File: config.mk
export PLATFORM = sky130hd
export DESIGN_NAME = sharpen_writeback_stage
export DESIGN_NICKNAME = d
export VERILOG_FILES = /design/src/rtl/sharpen_pkg.sv /design/src/rtl/sharpen_wb_fifo.sv /design/src/rtl/sharpen_writeback_stage.sv
export SDC_FILE = /design/constraint.sdc
export NUM_CORES = 1
export LEC_CHECK = 0
export BUFFER_PORTS_ARGS = -buffer_cell sky130_fd_sc_hd__buf_2
export CORE_MARGIN = 2
export CORE_UTILIZATION = 50
export DETAILED_ROUTE_END_ITERATION = 16
export PLACE_DENSITY = 0.7
export SLEW_MARGIN = 20
export SYNTH_ARGS = -nofsm -noshare
export SYNTH_HDL_FRONTEND = slang
export SYNTH_SLANG_ARGS = --single-unit
File: constraint.sdc
create_clock -name clk -period 5.8 [get_ports clk]
set_input_delay 1.16 -clock clk [delete_from_list [all_inputs] [get_ports clk]]
set_output_delay 1.16 -clock clk [all_outputs]
set_load 0.005 [all_outputs]
File: src/rtl/sharpen_pkg.sv
// Shared geometry, widths and write-back FSM state type for the 800x600 sharpening pipeline.
package sharpen_pkg;

  localparam int IMG_W     = 800;
  localparam int IMG_H     = 600;
  localparam int PIX_TOTAL = IMG_W * IMG_H;
  localparam int ADDR_W    = 19;
  localparam int PIX_W     = 8;
  localparam int RES_W     = 12;
  // Padded line stride, used by the fetch side for the one-pixel filter border.
  localparam int PAD_W     = IMG_W + 2;

  typedef enum logic [1:0] {IDLE, RUN, DONE} wb_state_t;

endpackage

File: src/rtl/sharpen_wb_fifo.sv
// Small synchronous FIFO that absorbs compute-stage results while the output memory stalls.
module sharpen_wb_fifo #(
  parameter int DEPTH = 2,
  parameter int WIDTH = 12
) (
  input  logic                       clk,
  input  logic                       reset,
  input  logic                       push,
  input  logic [WIDTH-1:0]           push_data,
  input  logic                       pop,
  output logic [WIDTH-1:0]           head,
  output logic                       full,
  output logic                       empty,
  output logic [$clog2(DEPTH):0]     count
);

  localparam int PW = $clog2(DEPTH);
  localparam logic [PW:0] FULL_CNT = (PW + 1)'(DEPTH);

  logic [WIDTH-1:0] mem [DEPTH];
  logic [PW-1:0]    wr_ptr;
  logic [PW-1:0]    rd_ptr;
  logic             do_push;
  logic             do_pop;

  always_comb begin
    full    = (count == FULL_CNT);
    empty   = (count == '0);
    do_push = push && !full;
    do_pop  = pop && !empty;
    head    = mem[rd_ptr];
  end

  // Pointers wrap naturally because DEPTH is a power of two.
  always_ff @(posedge clk) begin
    if (reset) begin
      wr_ptr <= '0;
      rd_ptr <= '0;
      count  <= '0;
    end else begin
      if (do_push) begin
        mem[wr_ptr] <= push_data;
        wr_ptr      <= wr_ptr + 1'b1;
      end
      if (do_pop) rd_ptr <= rd_ptr + 1'b1;
      case ({do_push, do_pop})
        2'b10:   count <= count + 1'b1;
        2'b01:   count <= count - 1'b1;
        default: count <= count;
      endcase
    end
  end

endmodule

File: src/rtl/sharpen_writeback_stage.sv
// Write-back stage: saturates results to pixels and writes them in raster order to frame memory.
// Optional macro SHARPEN_WB_CHECKSUM_EN adds a mod-2^16 checksum of written pixels.
module sharpen_writeback_stage
  import sharpen_pkg::*;
#(
  parameter int IMG_W      = sharpen_pkg::IMG_W,
  parameter int IMG_H      = sharpen_pkg::IMG_H,
  parameter int ADDR_W     = sharpen_pkg::ADDR_W,
  parameter int RES_W      = sharpen_pkg::RES_W,
  parameter int FIFO_DEPTH = 2
) (
  input  logic              clk,
  input  logic              reset,
  input  logic              start,
  input  logic              res_valid,
  input  logic [RES_W-1:0]  res_data,
  output logic              res_ready,
  output logic              mem_wr_en,
  output logic [ADDR_W-1:0] mem_wr_addr,
  output logic [PIX_W-1:0]  mem_wr_data,
  input  logic              mem_wr_ready,
  output logic              busy,
  output logic              frame_done
`ifdef SHARPEN_WB_CHECKSUM_EN
  ,
  output logic [15:0]       checksum
`endif
);

  localparam int CNT_W = ADDR_W + 1;
  localparam int FCW   = $clog2(FIFO_DEPTH) + 1;
  localparam logic [CNT_W-1:0]  FRAME_PIX = CNT_W'(IMG_W * IMG_H);
  localparam logic [ADDR_W-1:0] LAST_ADDR = ADDR_W'(IMG_W * IMG_H - 1);

  wb_state_t         state;
  logic [CNT_W-1:0]  in_cnt;
  logic [ADDR_W-1:0] out_cnt;
  logic              fifo_full;
  logic              fifo_empty;
  logic [FCW-1:0]    fifo_count;
  logic [RES_W-1:0]  fifo_head;
  logic              fifo_push;
  logic              fifo_pop;
  logic              push;
  logic              can_load;
  logic              load;
  logic              wr_accept;
  logic [RES_W-1:0]  load_res;
  logic [PIX_W-1:0]  sat_pix;

  // An empty FIFO is bypassed so a result can reach the output register the cycle after acceptance.
  always_comb begin
    res_ready = (state == RUN) && !fifo_full && (in_cnt < FRAME_PIX);
    push      = res_valid && res_ready;
    wr_accept = mem_wr_en && mem_wr_ready;
    can_load  = (state == RUN) && (!mem_wr_en || mem_wr_ready);
    load      = can_load && (!fifo_empty || push);
    fifo_pop  = can_load && !fifo_empty;
    fifo_push = push && !(fifo_empty && can_load);
    load_res  = fifo_empty ? res_data : fifo_head;
  end

  always_comb begin
    if (load_res[RES_W-1])
      sat_pix = '0;
    else if (|load_res[RES_W-2:PIX_W])
      sat_pix = '1;
    else
      sat_pix = load_res[PIX_W-1:0];
  end

  sharpen_wb_fifo #(
    .DEPTH (FIFO_DEPTH),
    .WIDTH (RES_W)
  ) u_fifo (
    .clk       (clk),
    .reset     (reset),
    .push      (fifo_push),
    .push_data (res_data),
    .pop       (fifo_pop),
    .head      (fifo_head),
    .full      (fifo_full),
    .empty     (fifo_empty),
    .count     (fifo_count)
  );

  always_ff @(posedge clk) begin
    if (reset) begin
      state       <= IDLE;
      in_cnt      <= '0;
      out_cnt     <= '0;
      mem_wr_en   <= 1'b0;
      mem_wr_addr <= '0;
      mem_wr_data <= '0;
      busy        <= 1'b0;
      frame_done  <= 1'b0;
`ifdef SHARPEN_WB_CHECKSUM_EN
      checksum    <= '0;
`endif
    end else begin
      frame_done <= 1'b0;
      case (state)
        IDLE: begin
          if (start) begin
            state   <= RUN;
            busy    <= 1'b1;
            in_cnt  <= '0;
            out_cnt <= '0;
`ifdef SHARPEN_WB_CHECKSUM_EN
            checksum <= '0;
`endif
          end
        end
        RUN: begin
          if (push) in_cnt <= in_cnt + 1'b1;
          if (load) begin
            mem_wr_en   <= 1'b1;
            mem_wr_addr <= out_cnt;
            mem_wr_data <= sat_pix;
            out_cnt     <= out_cnt + 1'b1;
          end else if (wr_accept) begin
            mem_wr_en <= 1'b0;
          end
`ifdef SHARPEN_WB_CHECKSUM_EN
          if (wr_accept) checksum <= checksum + {8'd0, mem_wr_data};
`endif
          if (wr_accept && (mem_wr_addr == LAST_ADDR) && (fifo_count == '0)) begin
            state      <= DONE;
            frame_done <= 1'b1;
          end
        end
        DONE: begin
          state <= IDLE;
          busy  <= 1'b0;
        end
        default: state <= IDLE;
      endcase
    end
  end

endmodule

==> metrics.sh <==
POWER.SHARE.SEQUENTIAL_PCT=56.4
SYN_AREA_PER_CELL_UM2=9.40
CTS_SINKS=100
MULTI_INPUT_GATE_AREA_UM2=1930
SLEW_VIOLATIONS=0
CORE_REGION_AREA_UM2=8300
WORSTREG2REGEND='out_cnt[10]'
MASTER_CELL_OF_THE_CLOCK_ROOT_BUFFER='clkbuf_8'
WORST-R2R-CELL-COUNT=6
POST_ROUTE_CELLS_DRIVE_ABOVE_1_SHARE_PCT=15.2
DIE_WIDTH_UM=97.0
SYNTHARSTFLOPSHARE_PCT=0
COMB_POWER_SHARE_PCT=7.0
CTS-HOLD-FIX-BUFFERS=0
SLEW_HEADROOM_PCT=30.6
STATIC-LEAKAGE-POWER_uW=0.00165
MIN_PERIOD_PS=2850
CLOCKPOWERSHARE_PCT=36.6
CLOCK_LATENCY_PS=360
GLOBALPLACE.CONGESTION=0.786
SYNTHDOMINANTAREACELLTYPE='dfxtp_1'
DETAIL-ROUTE-ANTENNA-NETS=0
FINAL_MIN_PERIOD_OVER_CLOCK_PERIOD_PCT=49.1
SW_FRAC_OF_TOTAL_PCT=23.6
PLACE.PORT_BUFFERS=47
DPL.CELL_COUNT=588
LAYOUT.CELLS.NON_FILLER=604
POST_CTS_RESIZED=0
MAXIMUM_CLOCK_RATE_MHz=351
BUFFER_COUNT_FROM_POST_CTS_SETUP_FIXING=0
MAPPED_CELLS=460
INITIAL_ANTENNA_VIOLATION_COUNT=0
MAX-VDD-IR-DROP_uV=161
CLOCK_PIN_SLEW_REPORTED_FOR_THE_WORST_SETUP_AND_HOLD_PATHS_AFTER_CLOCK_TREE_SYNTHESIS_PS=100
YOSYS_REGISTER_BITS=100
FINAL-SEQ-AREA_UM2=2240
DP_HPWL_UM=6190
SYN_NETS=480
POWER_SWITCHING_uW=306
SYNTH_COMMON_CELLS='dfxtp_1 (76), nand2_1 (67), a21oi_1 (41)'
WORSTHOLDPATHCELLS=2
INTERNAL_POWER_uW=990
FP.DIEH_UM=97.0
START_UTIL_PCT=52.1
START_KIND='flip-flop'
FINAL.SETUP.TNS_PS=0
NUM_ROWS=33
CRIT_PATH_END_KIND='output pin'
STDCELL_AREA_UM2=4800
DIEAREA_UM2=9410
TOP_LEVEL_PORTS=48
FINAL-HOLD-VIOLATION-COUNT=0
HOLD_END='mem_wr_addr[0]'
YS_TYPES=42
TOTAL_GRT_OVERFLOW=0
SYNTH_TOP_CELL_AREA_SHARE_PCT=35.2
AREA.GROWTH.SYNTH_TO_FINAL_PCT=10.9
POWER_DENSITY_nW_PER_UM2=270
WORST_R2R_STARTPOINT='state[1]'
WORST_SLEW_PIN_SLEW_PS=1040
N_ANTENNA_CELL=0
COUNT_OF_MAX_CAP_CONSTRAINT_VIOLATIONS=0
FILLER_CELL_COUNT=740
SYNTHESIS.AREA_UM2=4330
GRT_SETUP_UNREPAIRED='no'
CRITPATHKIND='flip-flop to output pin'
CLOCK_SKEW_PS=10.6
P_TOTAL_uW=1300
SYNTH.MOST_COMMON_CELL='dfxtp_1'
REPORT.FINAL.SETUP_VIOL=0
ROUTED_WIRE_LENGTH_PER_INSTANCE_UM=14.8
LARGEST_NET_DEGREE_AT_THE_START_OF_GLOBAL_ROUTING=46
GRT_PASS1_VIAS=3114
STATUS='finished, final reports clean'
CTS.HTREE.LEVELS=3
GRT_FIRST_PASS_WIRELENGTH_UM=15200
WORST-ENDPOINT-REQUIRED_PS=4640
YOSYSSEQAREASHARE_PCT=51.8
POST-ROUTE-DRC-COUNT=0
DPL_CELL_AREA_UM2=4580
GRT.TOTAL_USAGE_PCT=19.6
VIA_COUNT=3395
CLK_PATH_BUF_DEPTH=2
ARRIVAL_PS=1690
CTS_BUFFERS=9
CTS_TREE='built'
HOLDCRITPATHCLASS='flip-flop to flip-flop'
POSTSYNTH.TOPFLOPCELL='dfxtp_1'
WIRELENGTH_UM=8960
RRSETUPSLACK_PS=3230
DR.FIRST_ITER.DRC_COUNT=295
HOLD_START='mem_wr_addr[0]'
WORSTPATHMAXFANOUT=5
SYNTHTOPCELLSBYAREA='dfxtp_1 (35%), edfxtp_1 (17%), nand2_1 (5.8%), a21oi_1 (4.7%), nor2_1 (3.1%)'
ROUTE.DETAILED.VIAS_PER_INST=5.62
FINALNETCOUNT=514
SYNTH_ENABLE_FLOP_CELLS=24
TIMING.HOLD.WS_PS=477
DRTPASS1ITERATIONS=5
SYNTH.YOSYS.WARNINGS=0
## routing by layer
layer / part of all wire, % / wire [um] / global-route usage [%] / up-vias
li1: - / - / - / 1721
met1: 49 / 4380 / 28.0 / 1587
met2: 45 / 4040 / 30.0 / 79
met3: 5.1 / 458 / 5.35 / 8
met4: 0.89 / 80 / 4.33 / 0
met5: 0 / 0 / 0 / -
## kinds of logic (layout without fill, tap and decap cells)
logic type               count (synthesis)  count (layout)  synth area share (%)
AO/OA/AOI/OAI                           89              89                  12.7
XOR/XNOR                                21              21                  4.25
adder cells (fa/ha/maj)                  3               3                 0.868
buffers and inverters                   32              71                  3.53
flip-flops                             100             100                  51.8
multiplexers                            10              10                  2.31
AND/OR/NAND/NOR                        205             205                  24.5
## power groups by stage
stage                     clock, uW  sequential (uW)  combinational, uW
after floorplan                   0              744               69.8
after global placement            0              747               89.5
after detailed placement          0              747               90.8
after CTS                       485              731               91.0
after global routing            513              733                102
final                           475              731               90.9
## critical path, stage by stage (launching register included)
cell and delay [ps]:
dfxtp_1 400, nand4b_2 210, nor4_4 460, nor2_1 130
buf_2 150
## worst max path at each step
| stage | from | slack [ps] | cells past startpoint | to |
|---|---|---|---|---|
| after detailed placement | res_valid | 2690 | 6 | out_cnt[10] |
| after global placement | res_valid | 2750 | 6 | out_cnt[10] |
| after CTS | in_cnt[16] | 2940 | 4 | res_ready |
| after global routing | in_cnt[16] | 2860 | 4 | res_ready |
| final | in_cnt[16] | 2950 | 4 | res_ready |
| after floorplan | res_valid | 2540 | 4 | u_fifo.mem[1][0] |
## through the flow
stage	util, %	setup slack [ps]
floorplan	-	2540
global placement	55.1	2750
detailed placement	55.1	2690
global route	57.8	2860
CTS	57.8	2940
finish	57.8	2950
## layout by cell type (no fill, tap or decap), drive strengths merged, types with 8 or more instances in the layout
master,n
nand3b,9
o31ai,12
edfxtp,24
nor3,10
or4,12
dfxtp,76
nor2,36
o21ai,25
or3,8
nand2,67
xnor2,14
clkbuf,12
nand4,11
buf,49
mux2i,10
nand3,23
a21oi,43
## cell type report
type                    count  share of cell area, %
clock buffers              12                   3.47
multi-input cells         328                   40.2
flip-flops and latches    100                   46.7
inverters                   6                  0.469
repair buffers             49                   5.22
well taps                 105                   2.74
clock inverters             4                   1.15
## state kept, by name (all words and copies together) (netlist names), 2 cells and up, named ones only
signal	count
out_cnt	19
state	2
u_fifo.count	2
in_cnt	20
mem_wr_addr	19
mem_wr_data	8
u_fifo.mem	24
Note: power is estimated with default switching activity, not from simulation.
